File: config.mk
export PLATFORM = sky130hd
export DESIGN_NAME = hazard_forward_scoreboard
export DESIGN_NICKNAME = d
export VERILOG_FILES = /design/src/rtl/hazard_forward_scoreboard.sv
export SDC_FILE = /design/constraint.sdc
export NUM_CORES = 1
export LEC_CHECK = 0
export ABC_AREA = 1
export CORE_AREA = 2 2 65 67
export DETAILED_ROUTE_END_ITERATION = 10
export DIE_AREA = 0 0 67 69
export HOLD_SLACK_MARGIN = 0.12
export PLACE_DENSITY = 0.77
export RECOVER_POWER = 100
export SYNTH_ARGS = -nofsm -noshare
export SYNTH_HDL_FRONTEND = slang
export SYNTH_SLANG_ARGS = --single-unit
export TNS_END_PERCENT = 5
File: constraint.sdc
create_clock -name clk -period 1.7 [get_ports clk]
set_input_delay 0.34 -clock clk [delete_from_list [all_inputs] [get_ports clk]]
set_output_delay 0.34 -clock clk [all_outputs]
set_load 0.05 [all_outputs]
File: src/rtl/hazard_forward_scoreboard.sv
// hazard_forward_scoreboard: EXE/MEM/WB destination shadow giving per-operand forward selects, stall and stall count.
// Macro HAZARD_FWD_EN enables forwarding with load-use-only stalls; undefined stalls on any EXE/MEM producer.
module hazard_forward_scoreboard #(
    parameter int REG_AW  = 4,
    parameter int NUM_SRC = 3,
    parameter int CNT_W   = 16
) (
    input  logic                      clk,
    input  logic                      rst,
    input  logic                      id_valid,
    input  logic [NUM_SRC*REG_AW-1:0] id_src,
    input  logic [NUM_SRC-1:0]        id_src_used,
    input  logic [REG_AW-1:0]         id_dest,
    input  logic                      id_wb_en,
    input  logic                      id_mem_rd,
    input  logic                      flush,
    output logic [2*NUM_SRC-1:0]      fwd_sel,
    output logic                      hazard_stall,
    output logic [CNT_W-1:0]          stall_cnt
);
    logic                      exe_valid, exe_wb_en, exe_mem_rd, mem_valid, mem_wb_en, wb_valid, wb_wb_en;
    logic [REG_AW-1:0]         exe_dest, mem_dest, wb_dest;
    logic [NUM_SRC*REG_AW-1:0] exe_src;
    logic [NUM_SRC-1:0]        exe_src_used, hit_exe, hit_mem;
    logic                      take;
    logic                      unused_state;

    assign take = !flush && !hazard_stall;

    always_ff @(posedge clk or negedge rst) begin
        if (!rst) begin
            exe_valid    <= 1'b0;
            exe_wb_en    <= 1'b0;
            exe_mem_rd   <= 1'b0;
            exe_dest     <= '0;
            exe_src      <= '0;
            exe_src_used <= '0;
            mem_valid    <= 1'b0;
            mem_wb_en    <= 1'b0;
            mem_dest     <= '0;
            wb_valid     <= 1'b0;
            wb_wb_en     <= 1'b0;
            wb_dest      <= '0;
            stall_cnt    <= '0;
        end else begin
            wb_valid     <= mem_valid;
            wb_wb_en     <= mem_wb_en;
            wb_dest      <= mem_dest;
            mem_valid    <= exe_valid;
            mem_wb_en    <= exe_wb_en;
            mem_dest     <= exe_dest;
            exe_valid    <= take && id_valid;
            exe_wb_en    <= take && id_wb_en;
            exe_mem_rd   <= take && id_mem_rd;
            exe_dest     <= take ? id_dest : '0;
            exe_src      <= take ? id_src : '0;
            exe_src_used <= take ? id_src_used : '0;
            if (hazard_stall && stall_cnt != '1)
                stall_cnt <= stall_cnt + 1'b1;
        end
    end

    genvar g;
    generate
        for (g = 0; g < NUM_SRC; g++) begin : g_src
            logic [REG_AW-1:0] id_s;
            assign id_s       = id_src[g*REG_AW +: REG_AW];
            assign hit_exe[g] = id_src_used[g] && id_s == exe_dest;
            assign hit_mem[g] = id_src_used[g] && id_s == mem_dest;
`ifdef HAZARD_FWD_EN
            logic [REG_AW-1:0] ex_s;
            assign ex_s = exe_src[g*REG_AW +: REG_AW];
            // MEM holds the younger producer, so it is checked before WB
            assign fwd_sel[2*g +: 2] = !(exe_valid && exe_src_used[g]) ? 2'b00 :
                                       (mem_valid && mem_wb_en && mem_dest == ex_s) ? 2'b01 :
                                       (wb_valid && wb_wb_en && wb_dest == ex_s) ? 2'b10 : 2'b00;
`else
            assign fwd_sel[2*g +: 2] = 2'b00;
`endif
        end
    endgenerate

`ifdef HAZARD_FWD_EN
    assign hazard_stall = !flush && id_valid && exe_valid && exe_wb_en && exe_mem_rd && |hit_exe;
    assign unused_state = ^hit_mem;
`else
    // WB needs no stall: the register file writes before it reads
    assign hazard_stall = !flush && id_valid &&
                          ((exe_valid && exe_wb_en && |hit_exe) || (mem_valid && mem_wb_en && |hit_mem));
    assign unused_state = ^{exe_src, exe_src_used, exe_mem_rd, wb_valid, wb_wb_en, wb_dest};
`endif
endmodule

==> qor.yml, run 1 <==
status: "finished with violations"
violations: "setup timing"
combPwrFrac_pct: 18.9
cts_buffer_depth: 2
p_per_area_nw_per_um2: 563
critPathCaptureType: "primary output"
ys_ff_latch: 28
initial_core_util_pct: 46.1
min_path_cells: 0
p_int_uw: 953
grt_pass1_vias: 1663
grt_overflow: 0
hpwl_mm: 3.05
fin_setup_tns_ns: -0.407
io_pins: 48
p_switching_uw: 372
post-place-cells: 346
seqPwrFrac_pct: 53.8
cp-start-kind: "input pin"
setup_ws_ns: -0.217
synthCells: 254
vias: 1698
worstPathMaxFanout: 2
p_leak_uw: 0.00126
max_slew_margin_pct: 55.1
p_sw_share_pct: 28.1
drc: 0
utilization_pct: 60.1
via_per_inst: 4.84
die_h_um: 69
path_class: "in2out"
register_area_um2: 714
nets: 328
clkPwrFrac_pct: 27.3
peakVddDrop_mv: 0.306
firstDrtPassIters: 4
ff2ff_setup_slack_ns: 0
cap_violations: 0
fin_skew_ns: 0.00565
layout_common_cells: "nand2_1, nor2_1, inv_1"
clkSinkCount: 28
min_to: "mem_wb_en"
drv_slew: 0
synth_area_um2: 1800
layout_commonest_cell: "nand2_1"
grt_usage_pct: 18.6
max_freq_mhz: 522
setup_viol: 16
globalplace.congestion: 0.855
die_w_um: 67
rr_startpoint: "mem_dest[1]"
num_rows: 23
layout-drive-gt1-share_pct: 20.3
grt_pass1_wl_mm: 6.90
dpl_cell_area_um2: 2270
fin_cells: 351
synthToLayoutAreaGrowth_pct: 30.5
io_buffers: 40
avgRoutedWirePerCell_um: 11.6
syn_area_per_cell_um2: 7.10
ant_nets: 0
drt_iter0_markers: 63
htree_levels: 1
antenna_found_initial: 0
clk_latency_ns: 0.27
die-area_um2: 4620
final_area_um2: 2350
cts_tree: "done"
cp.arrival_ns: 1.58
worstHoldStart: "exe_wb_en"
fin_crit_ns: 1.92
grt_max_degree: 29
fillCellCount: 369
cts_buffers: 3
synth_cell_type_count: 24
cts.reportedPaths.clkPinSlew_ns: 0.08
cts-root-buf: "clkbuf_8"
worst_r2r_path_depth: 14
hp-class: "reg2reg"
hold_viol: 0
grt_setup_unrepaired: "yes"
drt-total-wl_mm: 4.06
tightest_slew_ns: 0.673
multi_input_area_um2: 995
worstPathRequired_ns: 1.36
core_um2: 3910
period_share_pct: 113
yosysWarnings: 0
antenna_cells: 0
reg2reg_to: "stall_cnt[9]"
ys_seq_area_share_pct: 38.9
==> logic make-up after synthesis <==
family / share of synthesized area (%)
and+or+nand+nor: 39.3
buffers and inverters: 10.5
DFF: 38.9
xor gates and xnor gates: 9.23
AOI/OAI and AO/OA: 1.11
adders and majority gates: 0.694
other: 0.208
==> cell type report <==
cell class                 count  area share, %
timing repair buffer          48           17.7
sequential                    28           30.4
multi-input combinational    189           42.3
inverter                      32           5.10
clock buffer                   4           1.91
tap                           50           2.66
==> synthesized netlist by cell type <==
| library cell | instances | area, um^2 |
|---|---|---|
| nand2_1 | 86 | 323 |
| nor2_1 | 33 | 124 |
| dfrtp_1 | 28 | 701 |
| inv_1 | 28 | 105 |
| nand4_1 | 16 | 100 |
| nand3_1 | 14 | 70.1 |
| xnor2_1 | 10 | 87.6 |
| xor2_1 | 9 | 78.8 |
| buf_4 | 6 | 45.0 |
| inv_2 | 4 | 15.0 |
| buf_2 | 2 | 10.0 |
| nand2_4 | 2 | 22.5 |
| nand3_2 | 2 | 20.0 |
| nor2_4 | 2 | 22.5 |
| o21ai_0 | 2 | 10.0 |
| o21ai_1 | 2 | 10.0 |
| buf_6 | 1 | 11.3 |
| clkbuf_1 | 1 | 3.75 |
| conb_1 | 1 | 3.75 |
| ha_1 | 1 | 12.5 |
| nand2_2 | 1 | 6.26 |
| nor3_1 | 1 | 5.00 |
| nor3_2 | 1 | 10.0 |
| nor4_1 | 1 | 6.26 |
==> worst max-delay path by stage <==
stage,slack [ns],start,depth (start not counted),endpoint
floorplan,-0.003,stall_cnt[0],10,stall_cnt[10]
CTS,-0.25,mem_dest[1],11,hazard_stall
detailed placement,-0.43,id_src[5],14,stall_cnt[5]
global placement,-0.40,id_src[5],14,stall_cnt[1]
finish,-0.22,id_src_used[1],10,hazard_stall
global route,-0.33,exe_dest[1],11,hazard_stall
==> per-layer routing <==
layer,track usage (%),wire [um],vias up
li1,-,-,868
met1,23.2,1730,771
met2,32.7,2040,52
met3,2.45,233,7
met4,5.90,51,0
met5,0,0,-
==> per-stage QoR <==
step | power [uW] | hold WS, ns | worst slack [ns]
3_5_place_dp | 977 | 0.364 | -0.428
2_1_floorplan | 873 | 0.0444 | -0.00284
4_1_cts | 1340 | 0.385 | -0.247
3_3_place_gp | 971 | 0.358 | -0.398
6_report | 1330 | 0.381 | -0.217
5_1_grt | 1390 | 0.389 | -0.334
==> state kept, by name, summed over array words and instances, names as in the netlist <==
register / flops
exe_wb_en: 1
exe_dest: 4
mem_dest: 4
stall_cnt: 16
exe_valid: 1
mem_wb_en: 1
mem_valid: 1
==> worst max-delay path: stages <==
cell	delay, ns
clkdlybuf4s50_1	0.48
nand2_1	0.08
nor2_2	0.12
nand3_1	0.07
nand3_1	0.09
nand2_2	0.07
nand2_4	0.08
nand2_4	0.05
inv_2	0.07
buf_12	0.13
==> power groups by stage <==
stage               Combinational, uW  Sequential [uW]  Clock [uW]
floorplan                         132              741           0
global placement                  247              724           0
detailed placement                251              726           0
CTS                               250              713         380
global route                      276              716         397
finish                            250              713         362
==> repair_timing <==
item,CTS,global route
pin swaps,6,14
setup endpoints to repair,16,17
endpoints found under the hold margin,0,0
resized for setup,18,18
hold buffers,0,0
buffers inserted,0,1
Power figures use the tool's default switching activity.
==> run 2: changes to the inputs <==
--- a/config.mk
+++ b/config.mk
@@ -9,6 +9,7 @@
 export CORE_AREA = 2 2 65 67
 export DETAILED_ROUTE_END_ITERATION = 10
 export DIE_AREA = 0 0 67 69
+export GPL_ROUTABILITY_DRIVEN = 0
 export HOLD_SLACK_MARGIN = 0.12
 export PLACE_DENSITY = 0.77
 export RECOVER_POWER = 100
==> qor.yml, run 2 (synthesized netlist as in run 1, its figures left out) <==
drt-total-wl_mm: 3.96
reg2reg_to: "stall_cnt[11]"
die-area_um2: 4620
final_area_um2: 2290
num_rows: 23
max_freq_mhz: 526
hold_ws_ns: 0.385
path_class: "in2out"
initial_core_util_pct: 46.1
grt_pass1_vias: 1641
multi_input_area_um2: 967
via_per_inst: 4.87
crit_chain: "clkdlybuf4s50_1 > nand2_1 > nor2_2 > nand3_1 > nand3_1 > nand2_2 > nand2_4 > nand2_4 > inv_4 > buf_12"
antenna_found_initial: 0
slowest_stage: "clkdlybuf4s50_1"
core_um2: 3910
min_to: "mem_wb_en"
rr_startpoint: "mem_dest[1]"
fin_crit_ns: 1.90
worst_r2r_path_depth: 13
period_share_pct: 112
drc: 0
io_buffers: 40
reg_top3: "stall_cnt x16, exe_dest x4, mem_dest x4"
cpLargestDelayFamily: "buffers and inverters"
nets: 328
largest_reg_flops: 16
firstDrtPassIters: 4
cts_buffer_depth: 2
violations: "setup timing"
avgRoutedWirePerCell_um: 11.3
layout-drive-gt1-share_pct: 16.6
grt_setup_unrepaired: "yes"
slowest_delay_ns: 0.48
hold_viol: 0
hold_buffers: 0
setup_viol: 1
die_w_um: 67
setup_ws_ns: -0.202
vias: 1710
max_slew_margin_pct: 53.1
register_area_um2: 711
antenna_cells: 0
cp-start-kind: "input pin"
grt_overflow: 0
grt_max_degree: 29
p_total_uw: 1320
clk_latency_ns: 0.27
p_per_area_nw_per_um2: 575
synthToLayoutAreaGrowth_pct: 27.0
fillCellCount: 389
cap_violations: 0
drt_iter0_markers: 83
layout_commonest_cell: "nand2_1"
layout_common_cells: "nand2_1, nor2_1, inv_1"
cts.reportedPaths.clkPinSlew_ns: 0.09
ff2ff_setup_slack_ns: 0.01
worstHoldStart: "exe_wb_en"
largest-register: "stall_cnt"
p_leak_uw: 0.00122
cp.arrival_ns: 1.56
cts_buffers: 3
place_ws_ns: -0.456
peakVddDrop_mv: 0.414
worstPathMaxFanout: 2
ant_nets: 0
htree_levels: 1
clkSinkCount: 28
min_path_cells: 0
critPathBufInv: 3
hp-class: "reg2reg"
critPathCaptureType: "primary output"
cts-root-buf: "clkbuf_8"
grt_usage_pct: 18.4
io_pins: 48
tightest_slew_ns: 0.704
die_h_um: 69
worstPathRequired_ns: 1.36
dpl_cell_area_um2: 2280
grt_pass1_wl_mm: 6.87
hpwl_mm: 3.04
status: "finished with violations"
cts_tree: "done"
drv_slew: 0
fin_skew_ns: 0.00357
[run 2: through the flow]
step / TNS, ns / instances / utilization (%)
6_report: -0.202 / 351 / 58.5
5_1_grt: -2.78 / 351 / 58.5
4_1_cts: -0.218 / 351 / 59.2
3_5_place_dp: -8.93 / 347 / 58.3
3_3_place_gp: -7.63 / 347 / 58.3
2_1_floorplan: -0.0153 / 259 / -
[run 2: layout make-up]
class	count	share of cell area, %
Tap cell	50	2.73
Clock buffer	4	1.97
Sequential cell	28	31.0
Timing Repair Buffer	48	16.7
Multi-Input combinational cell	189	42.2
Inverter	32	5.36
[run 2: repair_timing]
item | in CTS | in global routing
gates cloned | 0 | 0
buffers inserted | 0 | 0
resized for setup | 23 | 4
endpoints found under the setup margin | 16 | 17
pin swaps | 6 | 5
[run 2: worst max-delay path by stage]
stage	slack [ns]	from	to	cells past startpoint
3_3_place_gp	-0.39	id_src[5]	hazard_stall	12
3_5_place_dp	-0.46	id_src[4]	stall_cnt[11]	14
2_1_floorplan	-0.003	stall_cnt[0]	stall_cnt[10]	10
5_1_grt	-0.34	exe_dest[1]	hazard_stall	11
4_1_cts	-0.22	mem_dest[1]	hazard_stall	11
6_report	-0.20	id_src_used[1]	hazard_stall	10
[run 2: power breakdown]
group	internal, uW	switching [uW]	total [uW]
Combinational	92.3	150	242
Clock	168	194	362
Sequential	687	26.3	713
[run 2: layer usage]
layer,share of wire [%],track usage (%),routed length [um],vias to the layer above
met5,0,0,0,-
li1,-,-,-,870
met2,49,31.1,1950,55
met4,1.1,5.67,42,0
met1,44,24.4,1760,780
met3,5.3,1.79,209,5
==> run 3: changes to the inputs <==
--- a/config.mk
+++ b/config.mk
@@ -13,6 +13,7 @@
 export HOLD_SLACK_MARGIN = 0.12
 export PLACE_DENSITY = 0.77
 export RECOVER_POWER = 100
+export REMOVE_ABC_BUFFERS = 1
 export SYNTH_ARGS = -nofsm -noshare
 export SYNTH_HDL_FRONTEND = slang
 export SYNTH_SLANG_ARGS = --single-unit
==> qor.yml, run 3 (synthesized netlist as in run 1, its figures left out) <==
status: "finished with violations"
violations: "setup timing"
drt_iter0_markers: 73
layout_commonest_cell: "nand2_1"
slowest_delay_ns: 0.45
setup_viol: 1
crit_chain: "inv_2 > o21ai_1 > nor2_1 > nand3_1 > nand3_2 > nand2_2 > nand2_4 > nand2_2 > inv_2 > buf_12"
htree_levels: 1
ff2ff_setup_slack_ns: 0.03
cpLargestDelayFamily: "simple AND/OR/NAND/NOR gates"
initial_core_util_pct: 46.1
drt-total-wl_mm: 4.09
setup_ws_ns: -0.175
grt_overflow: 0
largest-register: "stall_cnt"
cts.reportedPaths.clkPinSlew_ns: 0.09
worstPathRequired_ns: 1.36
cts_tree: "done"
path_class: "reg2out"
reg_top3: "stall_cnt x16, exe_dest x4, mem_dest x4"
layout-drive-gt1-share_pct: 17.6
firstDrtPassIters: 4
drv_slew: 0
grt_max_degree: 29
avgRoutedWirePerCell_um: 11.5
peakVddDrop_mv: 0.279
io_buffers: 40
die_w_um: 67
io_pins: 48
core_um2: 3910
fin_cells: 356
die_h_um: 69
hp-class: "reg2reg"
register_area_um2: 704
drc: 0
dpl_cell_area_um2: 2320
p_leak_uw: 0.00129
cts-root-buf: "clkbuf_8"
p_per_area_nw_per_um2: 553
tightest_slew_ns: 0.692
antenna_cells: 0
hold_buffers: 0
slowest_stage: "dfrtp_2"
nets: 334
cp.arrival_ns: 1.54
worstPathMaxFanout: 5
fin_skew_ns: 0.00608
hpwl_mm: 3.08
fillCellCount: 374
max_slew_margin_pct: 53.8
synthToLayoutAreaGrowth_pct: 31.3
cts_buffer_depth: 2
largest_reg_flops: 16
grt_setup_unrepaired: "yes"
period_share_pct: 110
via_per_inst: 4.83
multi_input_area_um2: 976
layout_common_cells: "nand2_1, nor2_1, inv_1, dfrtp_1, nand4_1"
antenna_found_initial: 0
fin_crit_ns: 1.88
vias: 1719
critPathBufInv: 3
cap_violations: 0
cp-start-kind: "flip-flop"
critPathCaptureType: "primary output"
grt_usage_pct: 18.2
final_area_um2: 2370
clkSinkCount: 28
ant_nets: 0
max_freq_mhz: 533
post-place-cells: 351
num_rows: 23
clk_latency_ns: 0.27
cts_buffers: 3
grt_pass1_vias: 1644
die-area_um2: 4620
grt_pass1_wl_mm: 6.83
hold_viol: 0
## run 3: layout make-up
cell class | instances | share of cell area, %
sequential | 28 | 29.8
timing repair buffer | 54 | 19.6
inverter | 32 | 5.07
multi-input combinational | 189 | 41.2
clock buffer | 3 | 1.74
tap | 50 | 2.64
## run 3: worst reg2reg max path: stages (launching register included)
cell	delay, ns
dfrtp_2	0.45
inv_2	0.08
o21ai_1	0.05
nor2_1	0.11
nand3_1	0.10
nand3_2	0.09
nand2_2	0.06
nand2_4	0.07
buf_4	0.11
buf_8	0.12
nand3_4	0.07
buf_6	0.14
nand2_1	0.05
nand2_1	0.05
## run 3: layer usage
layer	track usage (%)	vias to the layer above	part of all wire, %
met4	3.40	0	0.93
met2	32.0	43	50
met5	0	-	0
met3	2.12	6	4.3
li1	-	881	-
met1	23.8	789	45
## run 3: through the flow
step                util, %  setup TNS [ns]  total power (uW)  hold WS, ns  setup slack [ns]
floorplan                 -           -4.02               856       0.0444            -0.246
global placement       59.4           -7.36               975        0.361            -0.392
detailed placement     59.4           -8.23               980        0.367            -0.433
CTS                    60.5          -0.209              1320        0.388            -0.209
global route           60.5           -1.81              1380        0.408            -0.293
finish                 60.5          -0.175              1310        0.383            -0.175
## run 3: path summary, 6_finish.rpt
kind | startpoint | end | cells past startpoint
max | exe_dest[0] | hazard_stall | 10
min | exe_valid | mem_valid | 0
max reg2reg | exe_dest[0] | stall_cnt[12] | 13
min reg2reg | exe_valid | mem_valid | 0
max in group asynchronous | rst | exe_dest[0] | 2
min in group asynchronous | rst | stall_cnt[15] | 2
## run 3: power by group
group | internal [uW] | leakage, uW | switching, uW
registers | 686 | 0.000374 | 20.4
logic | 97.0 | 0.000890 | 157
clock network | 159 | 0.0000216 | 189
## run 3: repair_timing
action / CTS / global route
resized for setup: 25 / 15
setup buffers: 1 / 1
pin swaps: 10 / 14
endpoints found under the setup margin: 16 / 17
